--- config.mk ---
export PLATFORM = sky130hd
export DESIGN_NAME = friscv_test_sequencer
export DESIGN_NICKNAME = d
export VERILOG_FILES = /design/src/rtl/friscv_test_sequencer.sv
export SDC_FILE = /design/constraint.sdc
export NUM_CORES = 1
export LEC_CHECK = 0
export CORE_ASPECT_RATIO = 0.7
export CORE_UTILIZATION = 43
export CTS_CLUSTER_DIAMETER = 120
export DETAILED_ROUTE_END_ITERATION = 10
export PLACE_DENSITY = 0.84
export SLEW_MARGIN = 20
export SYNTH_ARGS = -nofsm -noshare
export SYNTH_HDL_FRONTEND = slang
export SYNTH_SLANG_ARGS = --single-unit
--- constraint.sdc ---
create_clock -name aclk -period 3 [get_ports aclk]
set_input_delay 0.6 -clock aclk [delete_from_list [all_inputs] [get_ports aclk]]
set_output_delay 0.6 -clock aclk [all_outputs]
set_load 0.1 [all_outputs]
--- src/rtl/friscv_test_sequencer.sv ---
// friscv_test_sequencer: run controller for friscv regression and bring-up.
// Holds the core in reset, runs it until ebreak, timeout or tohost, drains, then grades.
//
// Ports:
//   aclk, aresetn, srst      clock, async active-low reset, sync active-high reset
//   start                    run launch pulse (honoured in IDLE and DONE)
//   ebreak                   core halt indication
//   mem_en/wr/addr/wdata/ready  snooped core data-memory port (tohost only)
//   err_count                core error register, sampled at grading
//   core_rstn, core_enable   core reset (active low) and enable
//   busy, done, pass, timed_out, exit_code, cycles   run status and results
//
// Optional feature: define FRISCV_TOHOST_EN to enable the memory-mapped tohost stop.

module friscv_test_sequencer #(
    parameter int DATA_ADDRW   = 16,
    parameter int XLEN         = 32,
    parameter int RST_CYCLES   = 5,
    parameter int TIMEOUT      = 100,
    parameter int DRAIN_CYCLES = 5,
    parameter int CNTW         = 32,
    parameter int TOHOST_ADDR  = 'hFFF0
) (
    input  logic                  aclk,
    input  logic                  aresetn,
    input  logic                  srst,
    input  logic                  start,
    input  logic                  ebreak,
    input  logic                  mem_en,
    input  logic                  mem_wr,
    input  logic [DATA_ADDRW-1:0] mem_addr,
    input  logic [XLEN-1:0]       mem_wdata,
    input  logic                  mem_ready,
    input  logic [XLEN-1:0]       err_count,
    output logic                  core_rstn,
    output logic                  core_enable,
    output logic                  busy,
    output logic                  done,
    output logic                  pass,
    output logic                  timed_out,
    output logic [XLEN-2:0]       exit_code,
    output logic [CNTW-1:0]       cycles
);

    typedef enum logic [2:0] {
        IDLE,
        RST,
        RUN,
        DRAIN,
        DONE
    } state_t;

    localparam logic [DATA_ADDRW-1:0] TOHOST_A = DATA_ADDRW'(TOHOST_ADDR);
    localparam logic [CNTW-1:0]       TO_VAL   = CNTW'(TIMEOUT);

    state_t          state;
    logic [31:0]     cnt;
    logic [CNTW-1:0] cycles_nxt;
    logic            hit;
    logic [XLEN-2:0] hit_code;
    logic            to_hit;
    logic            stop;
    logic            stop_to;
    logic [XLEN-2:0] stop_code;

`ifdef FRISCV_TOHOST_EN
    assign hit = mem_en & mem_wr & mem_ready
               & (mem_addr == TOHOST_A) & mem_wdata[0];
    assign hit_code = mem_wdata[XLEN-1:1];
`else
    logic unused_mem;
    assign unused_mem = ^{mem_en, mem_wr, mem_ready, mem_addr, mem_wdata, TOHOST_A};
    assign hit = 1'b0;
    assign hit_code = '0;
`endif

    // Count including the current RUN cycle; saturates instead of wrapping.
    assign cycles_nxt = (&cycles) ? cycles : cycles + 1'b1;
    assign to_hit     = (TIMEOUT != 0) && (cycles_nxt == TO_VAL);
    assign stop       = ebreak | hit | to_hit;
    // ebreak or tohost in the same cycle take precedence over the timeout.
    assign stop_to    = to_hit & ~ebreak & ~hit;
    assign stop_code  = hit ? hit_code : '0;

    function automatic logic grade(input logic [XLEN-1:0] e,
                                   input logic            t,
                                   input logic [XLEN-2:0] c);
        return (e == '0) && !t && (c == '0);
    endfunction

    always_ff @(posedge aclk or negedge aresetn) begin
        if (!aresetn) begin
            state       <= IDLE;
            cnt         <= '0;
            core_rstn   <= 1'b0;
            core_enable <= 1'b0;
            busy        <= 1'b0;
            done        <= 1'b0;
            pass        <= 1'b0;
            timed_out   <= 1'b0;
            exit_code   <= '0;
            cycles      <= '0;
        end else if (srst) begin
            state       <= IDLE;
            cnt         <= '0;
            core_rstn   <= 1'b0;
            core_enable <= 1'b0;
            busy        <= 1'b0;
            done        <= 1'b0;
            pass        <= 1'b0;
            timed_out   <= 1'b0;
            exit_code   <= '0;
            cycles      <= '0;
        end else begin
            case (state)
                IDLE, DONE: begin
                    if (start) begin
                        state       <= RST;
                        cnt         <= '0;
                        cycles      <= '0;
                        pass        <= 1'b0;
                        timed_out   <= 1'b0;
                        exit_code   <= '0;
                        done        <= 1'b0;
                        busy        <= 1'b1;
                        core_rstn   <= 1'b0;
                        core_enable <= 1'b0;
                    end
                end
                RST: begin
                    // Release lands RST_CYCLES+1 edges after the start edge.
                    if (cnt == 32'(RST_CYCLES)) begin
                        state       <= RUN;
                        core_rstn   <= 1'b1;
                        core_enable <= 1'b1;
                    end else begin
                        cnt <= cnt + 32'd1;
                    end
                end
                RUN: begin
                    cycles <= cycles_nxt;
                    if (stop) begin
                        core_enable <= 1'b0;
                        timed_out   <= stop_to;
                        exit_code   <= stop_code;
                        cnt         <= '0;
                        if (DRAIN_CYCLES == 0) begin
                            state <= DONE;
                            busy  <= 1'b0;
                            done  <= 1'b1;
                            pass  <= grade(err_count, stop_to, stop_code);
                        end else begin
                            state <= DRAIN;
                        end
                    end
                end
                DRAIN: begin
                    if (cnt == 32'(DRAIN_CYCLES - 1)) begin
                        state <= DONE;
                        busy  <= 1'b0;
                        done  <= 1'b1;
                        pass  <= grade(err_count, timed_out, exit_code);
                    end else begin
                        cnt <= cnt + 32'd1;
                    end
                end
                default: begin
                    state <= IDLE;
                end
            endcase
        end
    end

endmodule

==> summary.md <==
| Metric | Value |
|---|---|
| WP data required | `between 3 and 4 ns` |
| Initial antenna violation count | `0` |
| Critical path type | `flip-flop to flip-flop` |
| PD cells | `around 350 nW/um^2` |
| Number of vias per cell | `6.17` |
| CTS buffer count | `9` |
| CP endpoint kind | `flip-flop` |
| Critical Path Source Type | `flip-flop` |
| Global Route Usage Sum | `0.279` |
| Count leader, synth | `dfrtp_1` |
| Pins Over Slew Limit | `0` |
| Initial Util | `0.442` |
| Row count | `33` |
| XOR/XNOR Fraction of Synth Area | `0.00509` |
| Tmin final | `3.11 ns` |
| Yosys top cell by area | `dfrtp_1` |
| Post-Syn Instances | `between 600 and 700` |
| Arrival @ worst endpoint | `around 3.3 ns` |
| Total global routing overflow | `0` |
| Core outline area | `between 10000 and 15000 sq um` |
| H-tree level count | `3` |
| 1st-iter DRT viols | `roughly 650` |
| Die span in x | `between 100 and 150 um` |
| Vias in the first global route | `roughly 5500` |
| Root buf cell | `clkbuf_16` |
| Slew @ Worst Pin | `0.532 ns` |
| Asr flop ratio synth | `1.00` |
| Adder-Cell Fraction of Synth Area | `0.00969` |
| Routed length per placed instance | `~18 um` |
| Half-perimeter wire length after placement | `about 12 mm` |
| Antenna Nets Post-Route | `0` |
| Overall Power | `0.00250 W` |
| Clock Latency Late Sink | `0.34 ns` |
| Register area share after synthesis | `0.354` |
| Worst slack, placed | `-0.376 ns` |
| Max cap viols | `0` |
| CTS tree | `built` |
| R2r endpoint | `cnt[31]` |
| Setup crit start | `cycles[17]` |
| Worst reg2reg startpoint | `cycles[17]` |
| RSZ-0062 raised after global routing | `true` |
| Worst hold path class | `primary input to async pin` |
| Worst Skew | `between 0.009 and 0.01 ns` |
| Clk sinks | `73` |
| Worst-path clk slew | `approximately 0.060 ns` |
| Relative slew slack | `0.645` |
| Chip Height | `93.7 um` |
| WHS | `0.242 ns` |
| Final Worst Setup Slack | `-0.109 ns` |
| Largest net degree at the start of global routing | `between 50 and 60` |
| Sequential group share of total power | `0.399` |
| Setup_tns | `-1.42 ns` |
| Vias | `5926` |
| Net Sw Frac | `0.294` |
| CP max FO | `7` |
| Synth Flop Type | `dfrtp_1` |
| Post-synth top cells | `dfrtp_1 (73), o21ai_0 (55), nand2_1 (54), nor2_1 (51), a21oi_1 (35)` |
| Global placement routability congestion | `0.932` |
| EDFF count, synth | `0` |
| Residual DRC | `2` |
| Synth Cell Area | `slightly above 5000 sq um` |
| Die Area | `~12000 sq um` |
| Hold buffers post-CTS | `0` |
| Ports | `between 150 and 200` |
| Netlist cell types | `68` |
| Yosys top cell area share | `0.354` |
| Layout cells sized above 1 | `0.308` |
| Endpoints failing hold | `0` |
| Simple-Gate Fraction of Synth Area | `0.286` |
| Gate power share | `0.151` |
| Net Switching | `approximately 0.00073 W` |
| Final setup viols | `25` |
| Clock power frac | `0.449` |
| First-pass GRT wire length | `approximately 27 mm` |
| Area Overhead vs Synth | `39.9%` |
| FF-to-FF path depth | `11` |
| Failing checks | `DRC, setup timing` |
| Synth Register Bits | `73` |
| Nets | `slightly below 900` |
| Combinational family with the most area after synthesis | `simple AND/OR/NAND/NOR gates` |
| Drt total wl | `roughly 17 mm` |
| Syn_area_per_cell | `roughly 8.1 sq um` |
| Buffers on Ports | `74` |
| Mux cell area share after synthesis | `0.00606` |
| Top cells by area, synth | `dfrtp_1 (35%), o21ai_0 (5.3%), buf_4 (4.5%)` |
| P_leak | `~3.1 nW` |
| Compound-gate portion of the synthesized area | `0.251` |
| DRT Pass-1 Iters | `8` |
| Clk buf depth | `2` |
| Status | `finished with violations` |
| VDD IR-drop max | `0.000282 V` |
| Pint | `~0.0018 W` |
| Warnings, synthesis | `0` |
| Fmax | `about 320 MHz` |
| R2R setup slack | `-0.11 ns` |
| Period utilization | `1.04` |
| N_diodes | `0` |
==> worst max-delay path by stage <==
stage,cells past startpoint,slack (ns),endpoint
after global routing,14,-0.21,cnt[3]
after CTS,11,-0.06,cnt[31]
after detailed placement,11,-0.38,cnt[3]
final,11,-0.11,cnt[31]
after floorplan,13,-0.30,cnt[4]
after global placement,10,-0.23,cnt[31]
==> through the flow <==
stage,cells,util,area (sq um)
final,961,0.618,7220
after CTS,961,0.607,7100
after floorplan,670,-,5390
after global placement,941,0.570,6660
after detailed placement,941,0.570,6660
after global routing,961,0.618,7220
==> cells by family after synthesis <==
logic type,Yosys count
and+or+nand+nor,275
adders and majority gates,4
muxes,3
other,1
xor gates and xnor gates,3
AOI/OAI and AO/OA,200
DFF,73
buffers and inverters,81
==> power by group through the flow <==
stage	Combinational [W]	Sequential [W]	Clock [W]
2_1_floorplan	0.000278	0.00102	0
3_3_place_gp	0.000362	0.00101	0
3_5_place_dp	0.000368	0.00101	0
4_1_cts	0.000371	0.000996	0.00113
5_1_grt	0.000400	0.000996	0.00118
6_report	0.000378	0.000996	0.00112
==> critical path, stage by stage (launching register included) <==
cell	delay (ns)
dfrtp_4	0.42
nand4_1	0.18
or4_4	0.47
or3_4	0.38
buf_4	0.16
buf_4	0.14
nand3_1	0.08
nand4b_1	0.17
nor4_4	0.28
a21oi_4	0.15
or2_4	0.27
a211o_1	0.26
==> layer usage <==
layer	vias to the layer above	global-route usage	part of all wire
li1	2696	-	-
met1	2834	0.387	0.43
met2	352	0.428	0.45
met3	44	0.0653	0.098
met4	0	0.0920	0.021
met5	-	0	0
==> registers in the layout, indices dropped and copies added (netlist names) <==
signal / flops
busy: 1
core_rstn: 1
core_enable: 1
cnt: 32
pass: 1
cycles: 32
timed_out: 1
done: 1
state: 3
==> final cells by class <==
| class | instances | area (sq um) |
|---|---|---|
| timing repair buffer | 189 | 1540 |
| sequential | 73 | 1900 |
| clock inverter | 4 | 51.3 |
| multi-input combinational | 516 | 3240 |
| tap | 157 | 196 |
| fill | 950 | 4460 |
| inverter | 10 | 37.5 |
| clock buffer | 12 | 256 |
==> placed cells by master (no fill, tap or decap), types with 3 or more instances in the layout <==
cell type,count
or4_1,4
dfrtp_1,41
o21ai_0,47
and4_1,10
nor2b_1,3
or3_1,4
nand4b_1,3
o31ai_2,11
o41ai_1,7
nand3_2,3
a22o_1,6
or2_2,3
and3_1,18
ha_1,3
nand2b_1,7
o31ai_1,18
o211ai_1,5
a21o_1,3
dfrtp_2,18
o21ai_1,13
nor4b_1,3
and2_1,7
o21a_1,3
nor3_2,3
nor3_1,18
nand3_1,28
nand4_1,18
clkbuf_16,9
a31oi_1,26
clkdlybuf4s50_1,35
nor2_1,51
nor4_1,19
dfrtp_4,14
conb_1,31
buf_4,149
a21oi_1,33
inv_1,10
nand2_1,54
==> repair_timing <==
action / 4_1_cts / 5_1_grt
pin swaps: 8 / 0
endpoints found under the setup margin: 34 / 35
buffers inserted: 4 / 0
gates resized for setup: 20 / 25
endpoints found under the hold margin: 0 / 0
Note: power is estimated with default switching activity, not from simulation.
